<file path="src/rtl/mem_arb_pkg.sv">
// Shared types and constants for the unified-memory port arbiter.
// The MEM_* codes match the control unit's Mem_Write_Read encoding.
package mem_arb_pkg;

  typedef enum logic [1:0] {
    StIdle,
    StBusyIf,
    StBusyD,
    StResp
  } arb_state_e;

  localparam logic [1:0] MEM_NONE = 2'b00;
  localparam logic [1:0] MEM_WR   = 2'b01;
  localparam logic [1:0] MEM_RD   = 2'b10;

  // Little-endian byte enables: one lane for byte ops, all lanes for words.
  function automatic logic [3:0] byte_en(input logic byte_op, input logic [1:0] lane);
    byte_en = byte_op ? (4'b0001 << lane) : 4'hF;
  endfunction

endpackage

</file>
<file path="src/rtl/mem_byte_lane.sv">
// Byte-lane steering: store replication / byte enables and load lane extract with zero-extension.
module mem_byte_lane
  import mem_arb_pkg::*;
(
  input  logic        byte_i,
  input  logic [1:0]  lane_i,
  input  logic [31:0] wdata_i,
  input  logic [31:0] rdata_i,
  output logic [3:0]  be_o,
  output logic [31:0] wdata_o,
  output logic [31:0] rdata_o
);

  // Steer store data onto all lanes and pick the addressed load byte.
  always_comb begin
    be_o    = byte_en(byte_i, lane_i);
    wdata_o = byte_i ? {4{wdata_i[7:0]}} : wdata_i;
    rdata_o = byte_i ? {24'b0, rdata_i[8*lane_i +: 8]} : rdata_i;
  end

endmodule

</file>
<file path="src/rtl/mem_port_arbiter.sv">
// Arbiter sharing one single-ported memory between instruction fetch and data access.
// Data wins ties unless fetch has been passed over STARVE_MAX times in a row.
// Optional build macro: MISALIGN_TRAP_EN (trap misaligned word accesses instead of issuing them).
module mem_port_arbiter
  import mem_arb_pkg::*;
#(
  parameter int unsigned ADDR_W     = 32,
  parameter int unsigned STARVE_MAX = 4
) (
  input  logic              clk,
  input  logic              rst,
  input  logic              if_req,
  input  logic [ADDR_W-1:0] if_addr,
  output logic              if_valid,
  output logic [31:0]       if_rdata,
  input  logic              d_req,
  input  logic [1:0]        d_rw,
  input  logic              d_byte,
  input  logic [ADDR_W-1:0] d_addr,
  input  logic [31:0]       d_wdata,
  output logic              d_valid,
  output logic [31:0]       d_rdata,
  output logic              mem_en,
  output logic              mem_we,
  output logic [3:0]        mem_be,
  output logic [ADDR_W-1:0] mem_addr,
  output logic [31:0]       mem_wdata,
  input  logic [31:0]       mem_rdata,
  input  logic              mem_ready,
  output logic              stall_if,
  output logic              stall_mem,
  output logic              misalign
);

  localparam logic [3:0] StarveMax = 4'(STARVE_MAX);

  arb_state_e        state_q, state_d;
  logic [3:0]        starve_q, starve_d;
  logic              mem_en_q, mem_en_d, mem_we_q, mem_we_d;
  logic              if_valid_q, if_valid_d, d_valid_q, d_valid_d;
  logic              misalign_q, misalign_d;
  logic [1:0]        lane_q, lane_d;
  logic              byte_q, byte_d;
  logic [3:0]        mem_be_q, mem_be_d;
  logic [ADDR_W-1:0] mem_addr_q, mem_addr_d;
  logic [31:0]       mem_wdata_q, mem_wdata_d, if_rdata_q, if_rdata_d, d_rdata_q, d_rdata_d;

  logic        d_pend, grant_d, grant_if, trap_d, trap_if;
  logic [1:0]  lane_sel;
  logic        byte_sel;
  logic [3:0]  lane_be;
  logic [31:0] lane_wdata, lane_rdata;

  // Requests with d_rw of 00/11 are not real accesses.
  assign d_pend   = d_req & ((d_rw == MEM_WR) | (d_rw == MEM_RD));
  assign grant_d  = d_pend & ~(if_req & (starve_q == StarveMax));
  assign grant_if = if_req & ~grant_d;

`ifdef MISALIGN_TRAP_EN
  assign trap_d  = ~d_byte & (d_addr[1:0] != 2'b00);
  assign trap_if = (if_addr[1:0] != 2'b00);
`else
  logic unused_if_lo;
  assign trap_d       = 1'b0;
  assign trap_if      = 1'b0;
  assign unused_if_lo = ^if_addr[1:0];
`endif

  // Store path uses live request fields at grant; load path uses the lane latched at grant.
  assign lane_sel = (state_q == StIdle) ? d_addr[1:0] : lane_q;
  assign byte_sel = (state_q == StIdle) ? d_byte : byte_q;

  mem_byte_lane u_lane (
    .byte_i  (byte_sel),
    .lane_i  (lane_sel),
    .wdata_i (d_wdata),
    .rdata_i (mem_rdata),
    .be_o    (lane_be),
    .wdata_o (lane_wdata),
    .rdata_o (lane_rdata)
  );

  // Next-state: arbitration in idle, completion capture in busy, one-cycle response pulse.
  always_comb begin
    state_d     = state_q;
    starve_d    = starve_q;
    mem_en_d    = mem_en_q;
    mem_we_d    = mem_we_q;
    mem_be_d    = mem_be_q;
    mem_addr_d  = mem_addr_q;
    mem_wdata_d = mem_wdata_q;
    lane_d      = lane_q;
    byte_d      = byte_q;
    if_rdata_d  = if_rdata_q;
    d_rdata_d   = d_rdata_q;
    if_valid_d  = 1'b0;
    d_valid_d   = 1'b0;
    misalign_d  = 1'b0;
    unique case (state_q)
      StIdle: begin
        if (grant_d) begin
          if (if_req && (starve_q != StarveMax)) starve_d = starve_q + 4'd1;
          if (trap_d) begin
            state_d    = StResp;
            d_valid_d  = 1'b1;
            misalign_d = 1'b1;
            d_rdata_d  = '0;
          end else begin
            state_d     = StBusyD;
            mem_en_d    = 1'b1;
            mem_we_d    = (d_rw == MEM_WR);
            mem_be_d    = lane_be;
            mem_addr_d  = {d_addr[ADDR_W-1:2], 2'b00};
            mem_wdata_d = (d_rw == MEM_WR) ? lane_wdata : '0;
            lane_d      = d_addr[1:0];
            byte_d      = d_byte;
          end
        end else if (grant_if) begin
          starve_d = '0;
          if (trap_if) begin
            state_d    = StResp;
            if_valid_d = 1'b1;
            misalign_d = 1'b1;
            if_rdata_d = '0;
          end else begin
            state_d     = StBusyIf;
            mem_en_d    = 1'b1;
            mem_we_d    = 1'b0;
            mem_be_d    = 4'hF;
            mem_addr_d  = {if_addr[ADDR_W-1:2], 2'b00};
            mem_wdata_d = '0;
          end
        end
      end
      StBusyIf: begin
        if (mem_ready) begin
          state_d    = StResp;
          mem_en_d   = 1'b0;
          mem_we_d   = 1'b0;
          if_rdata_d = mem_rdata;
          if_valid_d = 1'b1;
        end
      end
      StBusyD: begin
        if (mem_ready) begin
          state_d   = StResp;
          mem_en_d  = 1'b0;
          mem_we_d  = 1'b0;
          d_rdata_d = mem_we_q ? '0 : lane_rdata;
          d_valid_d = 1'b1;
        end
      end
      StResp:  state_d = StIdle;
      default: state_d = StIdle;
    endcase
  end

  // State and registered outputs; reset abandons any access in flight.
  always_ff @(posedge clk or posedge rst) begin
    if (rst) begin
      state_q     <= StIdle;
      starve_q    <= '0;
      mem_en_q    <= 1'b0;
      mem_we_q    <= 1'b0;
      mem_be_q    <= '0;
      mem_addr_q  <= '0;
      mem_wdata_q <= '0;
      lane_q      <= '0;
      byte_q      <= 1'b0;
      if_rdata_q  <= '0;
      d_rdata_q   <= '0;
      if_valid_q  <= 1'b0;
      d_valid_q   <= 1'b0;
      misalign_q  <= 1'b0;
    end else begin
      state_q     <= state_d;
      starve_q    <= starve_d;
      mem_en_q    <= mem_en_d;
      mem_we_q    <= mem_we_d;
      mem_be_q    <= mem_be_d;
      mem_addr_q  <= mem_addr_d;
      mem_wdata_q <= mem_wdata_d;
      lane_q      <= lane_d;
      byte_q      <= byte_d;
      if_rdata_q  <= if_rdata_d;
      d_rdata_q   <= d_rdata_d;
      if_valid_q  <= if_valid_d;
      d_valid_q   <= d_valid_d;
      misalign_q  <= misalign_d;
    end
  end

  assign mem_en    = mem_en_q;
  assign mem_we    = mem_we_q;
  assign mem_be    = mem_be_q;
  assign mem_addr  = mem_addr_q;
  assign mem_wdata = mem_wdata_q;
  assign if_valid  = if_valid_q;
  assign if_rdata  = if_rdata_q;
  assign d_valid   = d_valid_q;
  assign d_rdata   = d_rdata_q;
  assign misalign  = misalign_q;
  assign stall_if  = if_req & ~if_valid_q;
  assign stall_mem = d_pend & ~d_valid_q;

endmodule

</file>
<file path="config.mk">
export PLATFORM = sky130hd
export DESIGN_NAME = mem_port_arbiter
export DESIGN_NICKNAME = d
export VERILOG_FILES = /design/src/rtl/mem_arb_pkg.sv /design/src/rtl/mem_byte_lane.sv /design/src/rtl/mem_port_arbiter.sv
export SDC_FILE = /design/constraint.sdc
export NUM_CORES = 1
export LEC_CHECK = 0
export BUFFER_PORTS_ARGS = -buffer_cell sky130_fd_sc_hd__buf_2
export CAP_MARGIN = 20
export CORE_MARGIN = 10
export CORE_UTILIZATION = 50
export DETAILED_ROUTE_END_ITERATION = 16
export PLACE_DENSITY = 0.9
export SYNTH_ARGS = -nofsm -noshare
export SYNTH_HDL_FRONTEND = slang
export SYNTH_SLANG_ARGS = --single-unit
</file>
<file path="constraint.sdc">
create_clock -name clk -period 9 [get_ports clk]
set_input_delay 0 -clock clk [delete_from_list [all_inputs] [get_ports clk]]
set_output_delay 0 -clock clk [all_outputs]
set_load 0.05 [all_outputs]
</file>
* Yosys cells after proc, flatten, opt, wreduce, memory -nomap -nowiden *
Index checks and enable logic that the tools add are counted.

storage, ports and cells
  output and inout bits = 139
  bits in registers = 145
  logic and storage cells = 79
  input bits = 136

operators by class
  shift operators = 2
  equal/unequal tests = 10
  reductions and logical operators = 12
  $add $sub $neg = 1
  bitwise operators = 11
  multiplexer cells = 30

operator list
  kind                                                    number
  two-way mux 32 bit                                      8
  indexed part select 32 x 6 -> 8 bit                     1
  two-way mux 4 bit                                       6
  AND reduction 2 bit                                     5
  two-way mux 1 bit                                       9
  two-way mux 2 bit                                       4
  bitwise AND 1 bit                                       6
  equality test 2 bit (second input constant)             3
  one-hot mux 2 bit (3 select lines)                      1
  AND reduction 3 bit                                     2
  adder 4 x 1 -> 4 bit (second input constant)            1
  equality test 2 x 1 -> 1 bit (second input constant)    2
  equality test 4 x 3 -> 1 bit (second input constant)    1
  inequality test 2 x 1 -> 1 bit (second input constant)  2
  inequality test 4 x 3 -> 1 bit (second input constant)  1
  inverter 1 bit                                          4
  one-hot mux 1 bit (2 select lines)                      2
  nonzero test 2 bit                                      2
  << shifter 1 x 2 -> 4 bit (first input constant)        1
  inequality test 3 bit (second input constant)           1
  logical NOT 2 bit                                       1
  OR reduction 2 bit                                      1
  logical AND 1 bit                                       1
  bitwise OR 1 bit                                        1

* Depth between registers and ports, before layout *
Gate-level depths: netlist of run 1.

  depth after elaboration = 9
  gate-level depth with buffers = 8
  gate-level depth less buffers = 6

* By module *
A second synthesis of run 1 with hierarchy kept.

second synthesis, totals
  cell total of the unflattened synthesis = 736
  area total of the unflattened synthesis = 6726.5 um^2

modules (own cells, without submodules)
  module            cells an instance  times used  area each (um^2)  seq. area each (um^2)
  mem_port_arbiter  597                1           5947.0            3578.4
  mem_byte_lane     139                1           779.5             0.0

* Least setup slack after synthesis of run 1 *
No wires, ideal clock.

  path kind = reg-to-reg
  start point = reg state_q[0]
  end point = reg d_rdata_q[1], in the netlist d_rdata[1]
  setup slack = 7.177 ns
  cell stages (with the launch flop) = 8
  setup time = 0.128 ns
  data required time = 8.872 ns
  path buffers = 1
  data arrival time = 1.695 ns
  clock period less this slack = 1.823 ns
  cells stage by stage = dfrtp_1 inv_1 ha_1 mux2i_1 buf_6 mux2_1 o32ai_1 o21ai_1

on the way
  longest elaborated chain between the ends = 5
  elaborated cells on any way between the ends = 8
  classes of those cells = 1 x eq/ne; 1 x shift; 4 x mux; 2 x reduce/logical

ends and longest elaborated chain
  item                                 RTL line                                                                source
  from (decl)                          mem_port_arbiter.sv:37                                                  arb_state_e state_q, state_d;
  from (signal assigned)               mem_port_arbiter.sv:161                                                 state_q <= StIdle;
  from (signal assigned)               mem_port_arbiter.sv:176                                                 state_q <= state_d;
  logical NOT 2 bit                    mem_port_arbiter.sv:70, mem_port_arbiter.sv:71, mem_port_arbiter.sv:99
  two-way mux 2 bit                    mem_port_arbiter.sv:70                                                  assign lane_sel = (state_q == StIdle) ? d_addr[1:0] : lane_q;
  indexed part select 32 x 6 -> 8 bit  mem_byte_lane.sv:18                                                     rdata_o = byte_i ? {24'b0, rdata_i[8*lane_i +: 8]} : rdata_i;
  two-way mux 32 bit                   mem_byte_lane.sv:18
  two-way mux 32 bit                   mem_port_arbiter.sv:149                                                 d_rdata_d = mem_we_q ? '0 : lane_rdata;
  to (signal assigned)                 mem_port_arbiter.sv:186                                                 d_rdata_q <= d_rdata_d;
  to (decl)                            mem_port_arbiter.sv:46                                                  logic [31:0] mem_wdata_q, mem_wdata_d, if_rdata_q, if_rdata_d, d_rdata_q, d_rdata_d;

Parallel ways exist; a longest one is shown, timed or not.
A chain may end at the register's enable or synchronous reset.

* Final worst setup path of run 1 *
  start point = reg state_q[0]
  end point = reg d_rdata_q[10], in the netlist d_rdata[10]

on the way
  longest elaborated chain between the ends = 4
  elaborated cells on any way between the ends = 6
  classes of those cells = 1 x eq/ne; 3 x mux; 2 x reduce/logical

ends and longest elaborated chain
  item                RTL line                                        source
  logical NOT 2 bit   mem_port_arbiter.sv:71, mem_port_arbiter.sv:99
  two-way mux 1 bit   mem_port_arbiter.sv:71                          assign byte_sel = (state_q == StIdle) ? d_byte : byte_q;
  two-way mux 32 bit  mem_byte_lane.sv:18
  two-way mux 32 bit  mem_port_arbiter.sv:149

Parallel ways exist; a longest one is shown, timed or not.

==> qor.yml, run 1 <==
swShare_pct: 50.11
dieArea_um2: 17160
synth_compound_area_share_pct: 15.96
setup_viol_count_final: 0
combPwrFrac_pct: 54.7
pwr-share-clk_pct: 18.1
ctsResizeCount: 0
drtPass1Iterations: 7
synthArstFlopShare_pct: 100.0
synth-edff-count: 0
hold_viol_final: 0
switchingPower_mw: 1.957
ys_seq_elements: 143
placed_cell_area_um2: 7572
final_area_um2: 9469
netlist_area_um2: 6161
yosys.area.top_type: "dfrtp_1"
path_max_fanout: 44
port_buffers: 269
die_w_um: 131.0
io_pins: 275
synth_top_cell_area_share_pct: 58.08
avgSynthCellArea_um2: 10.85
cts_htree_levels: 4
synthTopCellsByArea: "dfrtp_1 58%, mux2_2 6.9%, nand2_1 6.4%, a22o_1 4.7%, a31oi_1 3.4%"
post_cts_buffers: 0
hold_class: "in2reg"
viasPerCell: 5.754
drc: 0
layout.nets: 1097
yosys.area_share.adder_pct: 1.219
synthTopCellsByCount: "143 x dfrtp_1, 105 x nand2_1, 39 x nor2_1"
ys_types: 36
clock-root-buffer: "clkbuf_16"
tns_ps: 0
dpl.hpwl_um: 15000
min_path_cells: 4
r2r-start: "state_q[0]$_DFFE_PP0P_"
grt_use_total_pct: 30.14
fin_crit_ps: 3035
yosysWarnings: 0
drive_gt1_share_pct: 36.92
critPathKind: "reg2reg"
drt_iter0_drc: 884
ys.flop_type: "dfrtp_1"
insertion_delay_ps: 430
p_per_area_nw_per_um2: 412.4
antenna_found_initial: 3
rows: 40
syn2layout_area_growth_pct: 53.70
final_max_slew_viol_count: 0
wirelength_um: 26650
fin_util_pct: 78.51
clock_sinks: 143
worstPathArrival_ps: 3390
fmax_ghz: 0.3295
yosys.area_share.simple_pct: 11.13
skew_ps: 9.417
synth-xor-area-share_pct: 0
clkTransAtPathRegs_ps: 60
antenna_left: 0
grt_overflow: 0
die_y_um: 131.0
nFillCells: 679
crit_path_end_kind: "flop"
rsz0062_at_grt: "false"
cp_data_required_time_ps: 9350
slew_headroom_pct: 35.34
cts_tree: "built"
cts_buffers: 17
p_leak_nw: 4.657
grt_max_degree: 96
start_util_pct: 51.08
min_from: "mem_ready"
tightest_slew_ps: 969.9
synth_top_family_by_area: "compound AO/OA/AOI/OAI gates"
synthMuxAreaShare_pct: 9.180
reg2reg_depth: 6
p_int_mw: 1.948
wl_per_cell_um: 23.37
power_frac_seq_pct: 27.2
post-synth-top-count-cell: "dfrtp_1"
core_area_um2: 12060
ir_worst_vdd_mv: 0.2789
ys_seq_area_share_pct: 58.08
grt_pass1_vias: 7009
status: "finished clean"
cts.path.max_buffers: 2
startpoint: "state_q[0]$_DFFE_PP0P_"
syn-instance-count: 568
via_count: 6559
gp_congestion: 0.8391
final.period_utilization_pct: 33.73
cap_viol_max_count: 0
start_kind: "flop"
grt_pass1_wl_um: 39250
-- worst max-delay path: stages (launching register included) --
cell     delay (ps)
dfrtp_1         400
inv_1            90
ha_1            570
mux2i_4         320
buf_4           460
and2_1          860
a22o_1          250
-- state kept, by name (all words and copies together) (netlist names) --
register	cells
byte_q	1
d_rdata	32
d_valid	1
if_rdata	32
if_valid	1
lane_q	2
mem_addr	30
mem_be	4
mem_en	1
mem_wdata	32
mem_we	1
starve_q	4
state_q	2
-- area by class of cell --
cell class / count / area (um^2) / share of cell area [%]
Antenna cell: 5 / 12.51 / 0.1321
Clock buffer: 21 / 470.5 / 4.968
Clock inverter: 10 / 112.6 / 1.189
Inverter: 10 / 42.54 / 0.4493
Multi-Input combinational cell: 377 / 2335 / 24.66
Sequential cell: 143 / 3578 / 37.79
Tap cell: 168 / 210.2 / 2.220
Timing Repair Buffer: 406 / 2708 / 28.59
-- power by group through the flow --
stage / registers [mW] / clock network, mW / logic [mW]
finish: 1.06 / 0.707 / 2.13
global route: 1.08 / 0.735 / 2.22
CTS: 1.03 / 0.697 / 2.06
detailed placement: 1.04 / 0 / 1.90
global placement: 1.02 / 0 / 1.86
floorplan: 1.86 / 0 / 0.596
-- worst paths after layout --
| path | end | slack [ps] |
|---|---|---|
| setup / recovery | d_rdata[10]$_DFFE_PP0P_ | 5960 |
| hold / removal | mem_en$_DFFE_PP0P_ | 20 |
| setup reg to reg | d_rdata[10]$_DFFE_PP0P_ | 5960 |
| hold reg to reg | mem_wdata[28]$_DFFE_PP0P_ | 480 |
| max in group asynchronous | mem_wdata[2]$_DFFE_PP0P_ | 7480 |
| min in group asynchronous | mem_addr[28]$_DFFE_PP0P_ | 380 |
-- stage by stage --
step	hold slack (ps)	power (mW)	cells	setup slack [ps]
3_3_place_gp	232.3	2.875	975	6156
5_1_grt	29.56	4.041	1138	5784
3_5_place_dp	237.1	2.936	975	6072
6_report	18.20	3.905	1140	5965
2_1_floorplan	132.6	2.461	570	5162
4_1_cts	14.20	3.789	1134	5894
-- layer usage --
| layer | GRT usage [%] | vias to the layer above | routed length [um] |
|---|---|---|---|
| li1 | - | 2762 | - |
| met1 | 31.51 | 3120 | 8678 |
| met2 | 50.89 | 520 | 13390 |
| met3 | 9.468 | 157 | 2783 |
| met5 | 0 | - | 0 |
| met4 | 20.93 | 0 | 1798 |
-- cells by family after synthesis --
kind of cell,count (synthesis)
other cells,1
buf+inv,50
mux,49
compound gates,153
fa+ha+maj,6
flops,143
simple gates,166
-- placed cells by master (no fill, tap or decap), types with 17 or more instances in the layout --
cell type | netlist | layout
o21ai_1 | 29 | 28
nand2_1 | 105 | 105
mux2_2 | 38 | 38
nor2_1 | 39 | 39
a31oi_1 | 33 | 33
a21oi_1 | 28 | 28
dfrtp_1 | 143 | 143
a22o_1 | 33 | 33
clkbuf_16 | 0 | 17
dlygate4sd3_1 | 0 | 128
buf_2 | 17 | 269
o21ai_0 | 17 | 17
-- timing repair --
item / CTS / global route
endpoints found under the setup margin: 0 / 0
hold endpoints to repair: 223 / 0
hold buffers: 128 / 0
Note: power is estimated with default switching activity, not from simulation.
==> run 2: changes to the inputs <==
ABC_AREA = 1   (was unset)
CORE_UTILIZATION = 43   (was 50)
PLACE_DENSITY = 0.82   (was 0.9)
clock period = 2.6 ns   (was 9 ns; I/O delays follow)
==> run 2 against run 1 <==
  * Register-to-register slack worse by 5700 ps
  * Fmax is 30% higher
  * Largest cell class unchanged
  * Synthesized cell count is 37% higher
  * Critical endpoint is now mem_addr[6]$_DFFE_PP0P_
  * Highest routed layer unchanged
==> qor.yml, run 2 <==
dieArea_um2: 20130  # +17%
clkTransAtPathRegs_ps: 60  # about the same
fin_util_pct: 67.35  # -11 points
cts_htree_levels: 4  # unchanged
slowest_delay_ps: 580  # -280 ps
mostFrequentLayoutCells: "297 x nand2_1, 269 x buf_2, 143 x dfrtp_1, 130 x dlygate4sd3_1, 75 x a21oi_1"
final_max_slew_viol_count: 0  # unchanged
synthTopCellsByArea: "dfrtp_1 56%, nand2_1 18%, a21oi_1 5.9%, o21ai_0 5.1%, inv_1 3.1%"
fmax_ghz: 0.4294  # +30%
p_per_area_nw_per_um2: 1320  # +220%
ys_seq_elements: 143  # unchanged
layout_commonest_cell: "nand2_1"
drive_gt1_share_pct: 27.69  # -9.2 points
core_area_um2: 14530  # +20%
netlist_area_um2: 6387  # +3.7%
critPathTopFamily: "buffers and inverters"
grt_pass1_wl_um: 38210  # -2.6%
min_from: "d_rw[0]"
synthArstFlopShare_pct: 100.0  # unchanged
clock-root-buffer: "clkbuf_16"
r2r-start: "state_q[0]$_DFFE_PP0P_"
ys.flop_type: "dfrtp_1"
post_cts_buffers: 0  # unchanged
rr_endpoint: "mem_addr[6]$_DFFE_PP0P_"
drtPass1Iterations: 5  # -2
grt_pass1_vias: 7286  # +4.0%
grt_use_total_pct: 23.75  # -6.4 points
synth-edff-count: 0  # unchanged
via_count: 6928  # +5.6%
cts_buffers: 17  # unchanged
grt_overflow: 0  # unchanged
tightest_slew_ps: 676.2  # -293.7 ps
syn-instance-count: 778  # +37%
cap_viol_max_count: 0  # unchanged
insertion_delay_ps: 420  # about the same
drc: 0  # unchanged
critPathKind: "reg2reg"
ir_worst_vdd_mv: 0.6710  # +140%
layout.cells.non_filler: 1366  # +20%
cts.path.max_buffers: 2  # unchanged
yosys.area.top_type: "dfrtp_1"
gp_congestion: 0.8382  # -0.11%
tns_ps: 0  # unchanged
post-synth-top-count-cell: "nand2_1"
port_buffers: 269  # unchanged
path_max_fanout: 28  # -36%
rsz0062_at_grt: "false"
status: "finished clean"
grt_max_degree: 53  # -45%
avgSynthCellArea_um2: 8.210  # -24%
io_pins: 275  # unchanged
ys_types: 24  # -33%
dpl.hpwl_um: 15670  # +4.4%
skew_ps: 11.25  # +1.829 ps
clock_sinks: 143  # unchanged
start_util_pct: 43.95  # -7.1 points
antenna_left: 0  # unchanged
placed_cell_area_um2: 7870  # +3.9%
reg2reg_depth: 8  # +2
viasPerCell: 5.072  # -12%
ys_seq_area_share_pct: 56.02  # -2.1 points
final_area_um2: 9788  # +3.4%
hold_class: "in2reg"
setup_viol_count_final: 0  # unchanged
place_inst: 1204  # +23%
drt_iter0_drc: 600  # -32%
hold_end: "mem_we$_DFFE_PP0P_"
antenna_found_initial: 1  # -2
fin_crit_ps: 2329  # -706.4 ps
synthTopCellsByCount: "298 x nand2_1, 143 x dfrtp_1, 75 x a21oi_1"
ff2ff_setup_slack_ps: 270  # -5690 ps
wirelength_um: 24250  # -9.0%
worstPathArrival_ps: 2680  # -710 ps
hold_viol_final: 0  # unchanged
p_leak_nw: 5.331  # +14%
cp_data_required_time_ps: 2960  # -6390 ps
syn2layout_area_growth_pct: 53.24
crit_chain: "inv_1 -> ha_2 -> nand2_4 -> inv_2 -> buf_12 -> nor2_1 -> a21oi_1 -> dlygate4sd3_1"
start_kind: "flop"
layout.nets: 1311  # +20%
die_w_um: 141.9  # +8.3%
die_y_um: 141.9  # +8.3%
crit_path_end_kind: "flop"
final.period_utilization_pct: 89.57  # +56 points
synth_top_cell_area_share_pct: 56.02  # -2.1 points
cts_tree: "built"
wl_per_cell_um: 17.75  # -24%
worst-path-buf-inv: 4  # +2
yosysWarnings: 0  # unchanged
cp_slowest_cell: "dlygate4sd3_1"
rows: 44  # +10%
min_path_cells: 4  # unchanged
slew_headroom_pct: 54.82  # +19 points
power_mw: 12.92  # +230%
-- run 2: cell types whose count changed in the layout (fill, tap and decap cells not counted), moves of 11 or more --
cell     change
inv_1       +43
nor2b_1     -11
nand3_1     +33
a21oi_1     +47
o21ai_0     +48
mux2_2      -38
o21ai_1     -28
nand2_1    +192
a22o_1      -33
a31oi_1     -32
-- run 2: layer usage --
metal | vias up | global-route usage, % | part of all wire [%]
met5 | - | 0 | 0
met4 | 0 | 15.06 | 5.0
met3 | 86 | 7.009 | 8.3
met2 | 386 | 38.82 | 49
met1 | 3217 | 26.58 | 37
li1 | 3239 | - | -
-- run 2: final cells by class --
type | count | area (um^2)
clock inverters | 9 | 132.6
diodes | 1 | 2.502
clock buffers | 22 | 474.2
multi-input cells | 539 | 2366
repair buffers | 410 | 2780
well taps | 184 | 230.2
flip-flops and latches | 143 | 3578
fillers | 1061 | 4746
inverters | 58 | 224.0
-- run 2: timing repair --
item,in CTS,in global routing
hold buffers,130,0
setup endpoints to repair,0,17
hold endpoints to repair,158,0
gates resized for setup,0,2
-- run 2: power by group --
group / switching, mW / leakage, nW / internal, mW / total (mW)
registers: 0.462 / 1.79 / 3.07 / 3.53
clock network: 0.926 / 0.293 / 1.58 / 2.51
logic: 5.15 / 3.24 / 1.74 / 6.88
-- run 2: cell families (layout without fill, tap and decap cells) --
family                   count (synthesis)  count (layout)  share of synthesized area (%)
AO/OA/AOI/OAI                          143             143                          11.42
XOR/XNOR                                 2               2                         0.2743
adder cells (fa/ha/maj)                  6               6                          1.175
buffers and inverters                   98             499                          7.208
flip-flops                             143             143                          56.02
other                                    1               4                        0.05871
AND/OR/NAND/NOR                        385             385                          23.84
-- run 2: worst reg2reg max path, delay by kind of cell (launching register included) --
kind                     cells  cell delay, ps
flip-flops                   1             400
buffers and inverters        4            1110
adder cells (fa/ha/maj)      1             350
AO/OA/AOI/OAI                1             140
AND/OR/NAND/NOR              2             280
-- run 2: worst max-delay path by stage --
stage	startpoint	to	slack, ps	cells after the start
final	state_q[0]$_DFFE_PP0P_	mem_addr[6]$_DFFE_PP0P_	270	8
after global routing	state_q[1]$_DFFE_PP0P_	mem_addr[18]$_DFFE_PP0P_	90	8
after CTS	state_q[1]$_DFFE_PP0P_	mem_addr[25]$_DFFE_PP0P_	30	8
after detailed placement	state_q[0]$_DFFE_PP0P_	d_rdata[11]$_DFFE_PP0P_	290	6
after global placement	state_q[0]$_DFFE_PP0P_	d_rdata[22]$_DFFE_PP0P_	370	6
after floorplan	rst	byte_q$_DFFE_PP0P_	810	1
-- run 2: stage by stage --
| step | hold slack (ps) | worst slack (ps) |
|---|---|---|
| global route | 87.13 | 91.35 |
| finish | 96.77 | 271.1 |
| detailed placement | 127.1 | 293.3 |
| global placement | 129.8 | 370.3 |
| floorplan | 109.6 | 808.9 |
| CTS | 72.34 | 28.39 |
==> run 3: changes to the inputs <==
CORE_ASPECT_RATIO = 1.1   (was unset)
CORE_MARGIN = 2   (was 10)
==> run 3 against run 2 <==
  * Fmax is 7.5% higher
  * Via count is 0.61% higher
  * Final area is 0.36% lower
==> qor.yml, run 3 (synthesized netlist as in run 2, its figures left out) <==
gr-usage-met3_pct: 6.315  # -0.69 points
power_mw: 12.53  # -3.0%
combPwrFrac_pct: 53.0  # -0.3 points
switchingPower_mw: 6.469  # -1.0%
hold_viol_final: 0  # unchanged
post_cts_buffers: 0  # unchanged
slew_headroom_pct: 50.87  # -4.0 points
core_area_um2: 14450  # -0.60%
grt_pass1_wl_um: 36900  # -3.4%
p_int_mw: 6.060  # -5.1%
clkTransAtPathRegs_ps: 60  # about the same
dpl.hpwl_um: 13540  # -14%
cts_tree: "built"
antenna_found_initial: 2  # +1
wirelength_um: 23250  # -4.1%
final_max_slew_viol_count: 0  # unchanged
top_usage_layer: "met2"
cp_data_required_time_ps: 2920  # -40 ps
clock-root-buffer: "clkbuf_16"
final.period_utilization_pct: 83.33  # -6.2 points
power_frac_seq_pct: 28.3  # +1.0 points
layout.cells.non_filler: 1376  # +0.73%
die_y_um: 131.8  # -7.1%
rows: 46  # +4.5%
path_max_fanout: 30  # +7.1%
critPathKind: "reg2reg"
p_per_area_nw_per_um2: 1285  # -2.7%
io_pins: 275  # unchanged
clock_sinks: 143  # unchanged
grt_pass1_vias: 7139  # -2.0%
wl_per_cell_um: 16.90  # -4.8%
cts_buffers: 17  # unchanged
hold_class: "in2reg"
place_inst: 1213  # +0.75%
layout_commonest_cell: "nand2_1"
layout.nets: 1312  # +0.076%
ctsResizeCount: 0  # unchanged
fmax_ghz: 0.4616  # +7.5%
antenna_left: 0  # unchanged
syn2layout_area_growth_pct: 52.69
via_count: 6970  # +0.61%
swShare_pct: 51.63  # +1.1 points
drive_gt1_share_pct: 27.58  # -0.11 points
cts_htree_levels: 4  # unchanged
start_kind: "flop"
rsz0062_at_grt: "false"
ctsHoldBuffers: 130  # unchanged
fin_crit_ps: 2167  # -162.4 ps
grt_overflow: 0  # unchanged
drc: 0  # unchanged
p_leak_nw: 5.326  # about the same
mostFrequentLayoutCells: "297 x nand2_1, 269 x buf_2, 143 x dfrtp_1, 130 x dlygate4sd3_1, 75 x a21oi_1"
insertion_delay_ps: 410  # about the same
worstPathArrival_ps: 2480  # -200 ps
grt_max_degree: 66  # +25%
cap_viol_max_count: 0  # unchanged
skew_ps: 7.551  # -3.695 ps
met1_usage_pct: 36.62  # +10 points
setup_viol_count_final: 0  # unchanged
grtUsageMet2_pct: 47.00  # +8.2 points
crit_path_end_kind: "flop"
status: "finished clean"
drtPass1Iterations: 5  # unchanged
pwr-share-clk_pct: 18.7  # -0.7 points
start_util_pct: 44.21  # +0.27 points
cts.path.max_buffers: 2  # unchanged
tns_ps: 0  # unchanged
dieArea_um2: 15850  # -21%
ir_worst_vdd_mv: 0.6384  # -4.9%
drt_iter0_drc: 658  # +9.7%
grt_use_total_pct: 29.72  # +6.0 points
gp_congestion: 0.8513  # +1.6%
port_buffers: 269  # unchanged
die_w_um: 120.2  # -15%
tightest_slew_ps: 735.4  # +59.19 ps
viasPerCell: 5.065  # -0.12%
run 3: final timing paths:
kind	depth (start not counted)	end	start	slack, ps
max	7	mem_addr[14]$_DFFE_PP0P_	state_q[1]$_DFFE_PP0P_	430
min	5	starve_q[3]$_DFFE_PP0P_	d_req	100
max reg2reg	7	mem_addr[14]$_DFFE_PP0P_	state_q[1]$_DFFE_PP0P_	430
min reg2reg	2	d_rdata[1]$_DFFE_PP0P_	d_rdata[1]$_DFFE_PP0P_	470
max in group asynchronous	5	mem_wdata[8]$_DFFE_PP0P_	rst	1420
min in group asynchronous	3	mem_addr[16]$_DFFE_PP0P_	rst	280
run 3: cell type report:
type                    instances  area (um^2)
clock buffers                  26        519.2
clock inverters                 5        52.55
well taps                     192        240.2
inverters                      58        224.0
multi-input cells             539         2359
diodes                          2        5.005
repair buffers                411         2775
flip-flops and latches        143         3578
fillers                      1090         4693
run 3: critical path, cell delays in order, from the launching register on:
cell and delay (ps):
dfrtp_1 400, inv_1 100, ha_1 460, nand2_2 390, inv_2 250, buf_12 200
nor2_1 80, a21oi_1 180
run 3: power by group through the flow:
stage	logic (mW)	clock network [mW]	registers, mW
after floorplan	2.15	0	6.21
after global placement	6.27	0	3.49
after detailed placement	6.37	0	3.51
after CTS	6.54	2.39	3.49
after global routing	7.11	2.50	3.62
final	6.64	2.35	3.54
run 3: metrics by stage:
step                utilization, %  area [um^2]  hold WS [ps]  setup slack (ps)
finish                       67.51         9753         95.32             433.5
global route                 67.51         9753         151.2             158.0
CTS                          67.48         9748         79.15             498.3
detailed placement           54.51         7875         154.0             508.0
global placement             54.51         7875         153.3             575.8
floorplan                        -         6399         109.6             808.9
run 3: routing by layer:
layer	vias up	wire length, um
met5	-	0
met4	0	1531
met3	124	1486
met2	386	11140
met1	3223	9094
li1	3237	-
